==> config.mk <==
export PLATFORM = sky130hd
export DESIGN_NAME = pixel_deserializer
export DESIGN_NICKNAME = d
export VERILOG_FILES = /design/src/rtl/pixel_pkg.sv /design/src/rtl/pix_hold_reg.sv /design/src/rtl/pixel_deserializer.sv
export SDC_FILE = /design/constraint.sdc
export NUM_CORES = 1
export LEC_CHECK = 0
export BUFFER_PORTS_ARGS = -buffer_cell sky130_fd_sc_hd__buf_4
export CORE_MARGIN = 2
export CORE_UTILIZATION = 45
export CTS_CLUSTER_SIZE = 30
export DETAILED_ROUTE_END_ITERATION = 6
export PLACE_DENSITY = 0.66
export SLEW_MARGIN = 20
export SYNTH_ARGS = -nofsm -noshare
export SYNTH_HDL_FRONTEND = slang
export SYNTH_SLANG_ARGS = --single-unit
==> constraint.sdc <==
create_clock -name clk -period 3.7 [get_ports clk]
set_clock_uncertainty 0.2 [all_clocks]
set_input_delay 0.555 -clock clk [delete_from_list [all_inputs] [get_ports clk]]
set_output_delay 0.555 -clock clk [all_outputs]
set_load 0.01 [all_outputs]
==> src/rtl/pixel_pkg.sv <==
// Shared pixel constants and channel-order encoding for the deserializer slice.
package pixel_pkg;
  localparam int DEF_CH_W = 8;
  localparam int DEF_N_CH = 3;

  typedef enum logic {
    ORDER_NAT = 1'b0,
    ORDER_REV = 1'b1
  } order_e;
endpackage

==> src/rtl/pix_hold_reg.sv <==
// Valid/ready output holding register: loads completed pixels, tracks drops and load count.
module pix_hold_reg #(
  parameter int PIX_W = 24,
  parameter int CNT_W = 16
) (
  input  logic             clk,
  input  logic             rst_n,
  input  logic             load_req_i,
  input  logic [PIX_W-1:0] din_i,
  input  logic             out_ready_i,
  input  logic             ovf_clr_i,
  output logic [PIX_W-1:0] pix_o,
  output logic             valid_o,
  output logic             ovf_o,
  output logic [CNT_W-1:0] cnt_o
);
  logic [PIX_W-1:0] pix_q, pix_d;
  logic             vld_q, vld_d;
  logic             ovf_q, ovf_d;
  logic [CNT_W-1:0] cnt_q, cnt_d;
  logic             load, drop;

  // A held pixel may be consumed and replaced on the same edge.
  assign load = load_req_i && (!vld_q || out_ready_i);
  assign drop = load_req_i && vld_q && !out_ready_i;

  always_comb begin
    pix_d = pix_q;
    vld_d = vld_q;
    cnt_d = cnt_q;
    ovf_d = ovf_q;
    if (load) begin
      pix_d = din_i;
      vld_d = 1'b1;
      cnt_d = cnt_q + CNT_W'(1);
    end else if (vld_q && out_ready_i) begin
      vld_d = 1'b0;
    end
    // A fresh drop wins over a simultaneous clear.
    if (drop)           ovf_d = 1'b1;
    else if (ovf_clr_i) ovf_d = 1'b0;
  end

  always_ff @(posedge clk or negedge rst_n) begin
    if (!rst_n) begin
      pix_q <= '0;
      vld_q <= 1'b0;
      ovf_q <= 1'b0;
      cnt_q <= '0;
    end else begin
      pix_q <= pix_d;
      vld_q <= vld_d;
      ovf_q <= ovf_d;
      cnt_q <= cnt_d;
    end
  end

  assign pix_o   = pix_q;
  assign valid_o = vld_q;
  assign ovf_o   = ovf_q;
  assign cnt_o   = cnt_q;
endmodule

==> src/rtl/pixel_deserializer.sv <==
// Serial-to-parallel pixel assembler with optional channel reversal and a
// valid/ready output register that flags dropped pixels.
module pixel_deserializer
  import pixel_pkg::*;
#(
  parameter int CH_W      = DEF_CH_W,
  parameter int N_CH      = DEF_N_CH,
  parameter int MSB_FIRST = 1,
  parameter int CNT_W     = 16
) (
  input  logic                 clk,
  input  logic                 rst_n,
  input  logic                 shift_in,
  input  logic                 input_valid,
  input  logic                 order_rev,
  input  logic                 out_ready,
  input  logic                 ovf_clr,
  output logic [CH_W*N_CH-1:0] pix,
  output logic                 output_valid,
  output logic                 overflow,
  output logic [CNT_W-1:0]     pix_cnt
);
  localparam int PIX_W = CH_W * N_CH;
  localparam int BC_W  = (PIX_W > 1) ? $clog2(PIX_W) : 1;
  localparam logic [BC_W-1:0] LAST = BC_W'(PIX_W - 1);

  logic [PIX_W-1:0] sreg_q, sreg_d;
  logic [BC_W-1:0]  bcnt_q, bcnt_d;
  logic [PIX_W-1:0] word, ordered;
  logic             done, rev;

  // The completing word includes the bit presented on this edge.
  always_comb begin
    if (MSB_FIRST != 0) word = {sreg_q[PIX_W-2:0], shift_in};
    else                word = {shift_in, sreg_q[PIX_W-1:1]};
  end

  assign done = input_valid && (bcnt_q == LAST);

  // A gap in input_valid abandons the partial word.
  always_comb begin
    sreg_d = '0;
    bcnt_d = '0;
    if (input_valid) begin
      sreg_d = word;
      bcnt_d = done ? '0 : bcnt_q + BC_W'(1);
    end
  end

  always_ff @(posedge clk or negedge rst_n) begin
    if (!rst_n) begin
      sreg_q <= '0;
      bcnt_q <= '0;
    end else begin
      sreg_q <= sreg_d;
      bcnt_q <= bcnt_d;
    end
  end

  assign rev = (order_e'(order_rev) == ORDER_REV);

  for (genvar k = 0; k < N_CH; k++) begin : g_ch
    assign ordered[k*CH_W +: CH_W] = rev ? word[(N_CH-1-k)*CH_W +: CH_W]
                                         : word[k*CH_W +: CH_W];
  end

  pix_hold_reg #(
    .PIX_W (PIX_W),
    .CNT_W (CNT_W)
  ) u_hold (
    .clk         (clk),
    .rst_n       (rst_n),
    .load_req_i  (done),
    .din_i       (ordered),
    .out_ready_i (out_ready),
    .ovf_clr_i   (ovf_clr),
    .pix_o       (pix),
    .valid_o     (output_valid),
    .ovf_o       (overflow),
    .cnt_o       (pix_cnt)
  );
endmodule

==> flow_summary_export.csv, run 1 <==
group,metric,value,unit
timing,final_hold_viol_count,0,
worst_setup_path,path_class,"reg2reg",
floorplan,die_y,83.29,um
pwr,p_switching,285.1,uW
detailed_routing,first_iter_violations,114,
placement,hpwl,3147,um
pwr,seqPwrFrac,58.0,%
timing,slew_headroom,34.45,%
floorplan,start_util,47.22,%
synthesis,ys_seq_area_share,61.92,%
global_routing,grt_pass1_vias,1703,
placement,io_buffers,48,
worst_setup_path,crit_fanout,18,
timing,finalWorstSetupSlack,1.301,ns
detailed_routing,viasPerCell,4.963,
floorplan,die_x,83.29,um
global_routing,grt_usage,15.39,%
cts,htreeDepth,3,
flow_run,max_cap_violations,0,
detailed_routing,drcViolationCount,0,
detailed_routing,detail-route-antenna-nets,0,
detailed_routing,post_drt_wl_per_cell,13.61,um
placement,place_congestion,0.6837,
cts,cts_sinks,70,
worst_setup_path,crit_path_end_kind,"flip-flop",
cts,post_cts_resized,0,
synthesis,ys_seq_elements,70,
global_routing,grt_antenna_before_repair,0,
global_routing,grt_pass1_wl,8362,um
worst_setup_path,cp_top_family,"simple AND/OR/NAND/NOR gates",
cts,cts.clk_slew.worst_paths,0.07,ns
timing,tightestPinTransition,0.9759,ns
finish,mostFrequentLayoutCells,"dfrtp_1 (70), buf_4 (50), and2_1 (25), nor2_1 (20), mux2i_1 (16)",
worst_setup_path,r2r-start,"bcnt_q[0]",
floorplan,fp-row-count,28,
pwr,p_leak,1.708,nW
synthesis,yosys.area_share.xor_xnor,5.263,%
worst_setup_path,r2r_slack,1.30,ns
finish,layout.nets,287,
synthesis,syn_area_per_cell,12.46,sq um
floorplan,fp.dieArea,0.006936,sq mm
worst_setup_path,startpoint_type,"flip-flop",
timing,max_freq,416.9,MHz
pwr,p_sw_share,21.38,%
worst_setup_path,slowest_delay,0.86,ns
synthesis,synth_top_family_by_area,"simple AND/OR/NAND/NOR gates",
timing,fin_crit,2.399,ns
synthesis,synth-simple-area-share,16.23,%
finish,area_delta_synth_final,19.86,%
finish,drive_gt1_share,28.21,%
floorplan,core_area,0.005991,sq mm
synthesis,synthCells,227,
pwr,share_comb_of_total_power,2.9,%
cts,clock_latency,0.33,ns
finish,final_common_cell,"dfrtp_1",
cts,cts_root_buf,"clkbuf_8",
pwr,power.density,393.2,mW/mm^2
timing,final-max-slew-violation-count,0,
finish,diodes,0,
detailed_routing,drt-total-wl,4833,um
detailed_routing,first_pass_iters,4,
run_status,status,"complete, no violations",
floorplan,num_io_pins,49,
timing,period_share,64.83,%
pwr,clkPwrFrac,39.1,%
synthesis,synthMuxAreaShare,9.244,%
worst_setup_path,regToRegEndpoint,"u_hold.pix_o[3]",
global_routing,overflow,0,
synthesis,yosysWarnings,0,
timing,tns,0,ns
synthesis,synth_cell_types,30,
worst_setup_path,worstPathCellList,"ha_1 > nand2_2 > nor4_4 > buf_4 > nor2_1 > a21oi_1",
synthesis,synth_nets,236,
global_routing,grt_max_degree,71,
worst_setup_path,path_buf_inv,1,
cts,clockBufferDepth,2,
pwr,ir_worst_vdd,0.0001999,V
timing,rsz0062_at_grt,"no",
synthesis,synth_fa_ha_area_share,0.8846,%
worst_setup_path,arrival,2.45,ns
worst_setup_path,worstPathRequired,3.76,ns
worst_setup_path,worst_r2r_path_depth,6,
timing,setup_viol,0,
cts,cts_hold_buf,0,
synthesis,syn-cell-area,0.002829,sq mm
placement,dp_slack,1.059,ns
detailed_routing,dr_total_vias,1762,
pwr,power_report.internal_total,1.048,mW
synthesis,synth-compound-area-share,3.759,%
cts,cts_buffers,9,
worst_setup_path,cp_slowest_cell,"nor4_4",
cts,cts_setup_buffers,0,
finish,utilization,56.60,%
min_path,holdCritPathClass,"in2async",
cts,cts_tree,"done",
-- metrics by stage --
| stage | power [mW] | hold WS, ns | cells | cell area (sq um) |
|---|---|---|---|---|
| floorplan | 0.8047 | 0.05941 | 227 | 2829 |
| global placement | 0.8276 | 0.2496 | 342 | 3229 |
| detailed placement | 0.8279 | 0.2587 | 342 | 3229 |
| CTS | 1.353 | 0.1608 | 355 | 3391 |
| global route | 1.390 | 0.2102 | 355 | 3391 |
| finish | 1.333 | 0.1326 | 355 | 3391 |
-- cells by family after synthesis --
logic type	count (synthesis)
buffers and inverters	12
DFF	70
and+or+nand+nor	83
AOI/OAI and AO/OA	18
adders and majority gates	2
xor gates and xnor gates	17
muxes	25
-- worst max path at each step --
stage / to / depth (start not counted) / start / slack (ns)
global placement: u_hold.pix_o[4] / 6 / input_valid / 1.13
finish: u_hold.pix_o[3] / 6 / bcnt_q[0] / 1.30
global route: u_hold.pix_o[3] / 6 / bcnt_q[0] / 1.02
floorplan: u_hold.cnt_o[1] / 5 / bcnt_q[0] / 1.89
CTS: u_hold.pix_o[3] / 6 / bcnt_q[0] / 1.22
detailed placement: u_hold.pix_o[3] / 6 / input_valid / 1.06
-- registers in the layout, indices dropped and copies added (netlist names) --
signal          count
bcnt_q              5
sreg_q             23
u_hold.cnt_o       16
u_hold.ovf_o        1
u_hold.pix_o       24
u_hold.valid_o      1
-- power groups by stage --
stage	Sequential [mW]	Combinational [mW]	Clock [mW]
CTS	0.773	0.0403	0.540
global placement	0.788	0.0400	0
floorplan	0.787	0.0178	0
global route	0.773	0.0445	0.572
finish	0.773	0.0385	0.522
detailed placement	0.788	0.0402	0
-- layer usage --
| layer | up-vias | share of wire, % | global-route usage [%] |
|---|---|---|---|
| li1 | 873 | - | - |
| met5 | - | 0 | 0 |
| met1 | 846 | 52 | 22.42 |
| met2 | 33 | 42 | 21.04 |
| met3 | 10 | 3.9 | 3.678 |
| met4 | 0 | 2.3 | 8.495 |
-- cell usage after synthesis (all sizes together) --
master	number	area share, %
dfrtp	70	62
and2	25	5.5
nor2	20	2.7
a21oi	17	3.5
mux2i	16	5.7
xnor2	14	4.3
mux2	9	3.6
nand2	9	1.3
nand3	9	1.6
buf	8	2.2
nand4	6	1.3
nor3	3	0.53
nor4	3	1.4
xor2	3	0.93
and3	2	0.44
clkbuf	2	0.27
ha	2	0.88
inv	2	0.27
nor2b	2	0.44
nand2b	1	0.22
nand4b	1	0.31
nor3b	1	0.27
o22ai	1	0.22
or3	1	0.22
-- final cells by class --
cell class | count | area [sq um]
fill | 542 | 2600
sequential | 70 | 1752
multi-input combinational | 145 | 1001
timing repair buffer | 50 | 375.4
clock buffer | 11 | 151.4
tap | 75 | 93.84
clock inverter | 2 | 10.01
inverter | 2 | 7.507
Note: power is estimated with default switching activity, not from simulation.
==> inputs of run 2 (changes only) <==
clock period = 2.5 ns   (was 3.7 ns; I/O delays follow)
==> run 2 against run 1 <==
Net effect: non-clock buffer count stayed put; via count up 0.11%; hold slack worse by 0.10 ns; global-route usage is 0.27 points lower; combinational power up 53%; critical path depth fell by 1; total power rose by 50%; largest power group unchanged; sequential power increased by 47%; maximum frequency grew 19%; routed wire length up 2.3%; largest cell class unchanged; core utilization increased by 0.36 points; setup slack got worse by 0.81 ns.
==> flow_summary_export.csv, run 2 (same netlist as run 1, synthesis figures left out) <==
group,metric,value,unit
global_routing,grt_usage,15.12,%
detailed_routing,dr_total_vias,1764,
pwr,p_leak,1.709,nW
global_routing,grt_pass1_wl,8238,um
detailed_routing,drt-total-wl,4942,um
worst_setup_path,crit_fanout,48,
floorplan,die_y,83.29,um
timing,final-max-slew-violation-count,0,
cts,cts_buffers,9,
worst_setup_path,worst_r2r_path_depth,5,
floorplan,fp-row-count,28,
detailed_routing,post_drt_wl_per_cell,13.84,um
floorplan,core_area,0.005991,sq mm
finish,stdcell_count,357,
timing,period_share,80.52,%
detailed_routing,viasPerCell,4.941,
finish,diodes,0,
worst_setup_path,worstPathRequired,2.52,ns
pwr,ir_worst_vdd,0.0003547,V
global_routing,grt_antenna_before_repair,0,
worst_setup_path,regToRegEndpoint,"u_hold.pix_o[14]",
finish,mostFrequentLayoutCells,"dfrtp_1 (70), buf_4 (48), and2_1 (25), nor2_1 (20), mux2i_1 (16)",
timing,setup_viol,0,
timing,fin_crit,2.013,ns
global_routing,grt_max_degree,71,
detailed_routing,first_pass_iters,4,
finish,layout.nets,287,
worst_setup_path,arrival,2.04,ns
worst_setup_path,startpoint_type,"flip-flop",
pwr,totalPowerFinal,2.004,mW
placement,hpwl,3155,um
worst_setup_path,path_class,"reg2reg",
min_path,hold_path_end,"u_hold.ovf_o",
min_path,min_from,"ovf_clr",
detailed_routing,detail-route-antenna-nets,0,
floorplan,num_io_pins,49,
cts,htreeDepth,3,
cts,cts.clk_slew.worst_paths,0.07,ns
worst_setup_path,cp_slowest_cell,"dfrtp_1",
finish,drive_gt1_share,27.30,%
placement,place_congestion,0.7727,
finish,largest_register_ffs,24,
cts,clockBufferDepth,2,
finish,area_delta_synth_final,20.61,%
global_routing,overflow,0,
detailed_routing,first_iter_violations,95,
pwr,power.density,587.3,mW/mm^2
timing,holdWs,0.02814,ns
floorplan,die_x,83.29,um
timing,tns,0,ns
finish,nFillCells,525,
placement,dp.cells,341,
worst_setup_path,crit_path_end_kind,"flip-flop",
detailed_routing,drcViolationCount,0,
timing,slew_headroom,42.97,%
floorplan,start_util,47.22,%
worst_setup_path,r2r-start,"bcnt_q[0]",
worst_setup_path,r2r_slack,0.49,ns
cts,clock_latency,0.34,ns
finish,final_common_cell,"dfrtp_1",
run_status,status,"complete, no violations",
flow_run,max_cap_violations,0,
min_path,holdCritPathClass,"in2reg",
timing,tightestPinTransition,0.8555,ns
floorplan,fp.dieArea,0.006936,sq mm
placement,io_buffers,48,
min_path,holdPathStages,2,
timing,max_freq,496.8,MHz
global_routing,grt_pass1_vias,1718,
cts,cts_sinks,70,
cts,cts_tree,"done",
timing,rsz0062_at_grt,"no",
worst_setup_path,slowest_delay,0.37,ns
worst_setup_path,worstPathCellList,"ha_1 > nand2_2 > nor4_4 > buf_12 > mux2_2",
cts,cts_root_buf,"clkbuf_8",
timing,final_hold_viol_count,0,
==> run 2: what timing repair did <==
| action | 4_1_cts | 5_1_grt |
|---|---|---|
| hold buffers | 1 | 0 |
| setup endpoints to repair | 0 | 0 |
| hold endpoints to repair | 70 | 0 |
| buffers inserted | 0 | 0 |
| resized for setup | 0 | 0 |
==> run 2: routing by layer <==
layer / vias up / wire length [um] / global-route usage, %
li1: 867 / - / -
met1: 856 / 2563 / 21.79
met2: 32 / 2098 / 20.38
met3: 9 / 162 / 3.380
met4: 0 / 117 / 9.836
met5: - / 0 / 0
==> run 2: layout make-up <==
type	count	area, sq um	share of cell area (%)
repair buffers	50	390.4	11.44
clock inverters	1	5.005	0.1467
inverters	2	7.507	0.2200
flip-flops and latches	70	1752	51.34
well taps	75	93.84	2.750
multi-input cells	145	1001	29.34
clock buffers	14	162.7	4.767
==> run 2: worst max-delay path, delay by kind of cell (launching register included) <==
kind	cells	cell delay [ns]
AND/OR/NAND/NOR	2	0.44
adder cells (fa/ha/maj)	1	0.24
buffers and inverters	1	0.27
multiplexers	1	0.36
flip-flops	1	0.37
==> run 2: worst max-delay path by stage <==
stage / startpoint / endpoint / slack, ns
4_1_cts: bcnt_q[0] / u_hold.pix_o[11] / 0.47
6_report: bcnt_q[0] / u_hold.pix_o[14] / 0.49
2_1_floorplan: bcnt_q[0] / u_hold.cnt_o[1] / 0.69
5_1_grt: bcnt_q[0] / u_hold.cnt_o[1] / 0.41
3_3_place_gp: input_valid / u_hold.pix_o[11] / 0.52
3_5_place_dp: input_valid / u_hold.pix_o[11] / 0.47
==> run 2: power by group <==
group / switching [mW] / internal (mW)
Sequential: 0.00519 / 1.14
Clock: 0.392 / 0.409
Combinational: 0.0395 / 0.0194
Total: 0.436 / 1.57
==> run 2: per-stage QoR <==
| step | setup slack (ns) | cell area, sq um | utilization (%) |
|---|---|---|---|
| 2_1_floorplan | 0.6944 | 2829 | - |
| 3_3_place_gp | 0.5175 | 3234 | 53.99 |
| 3_5_place_dp | 0.4725 | 3234 | 53.99 |
| 4_1_cts | 0.4726 | 3412 | 56.95 |
| 5_1_grt | 0.4090 | 3412 | 56.95 |
| 6_report | 0.4870 | 3412 | 56.95 |
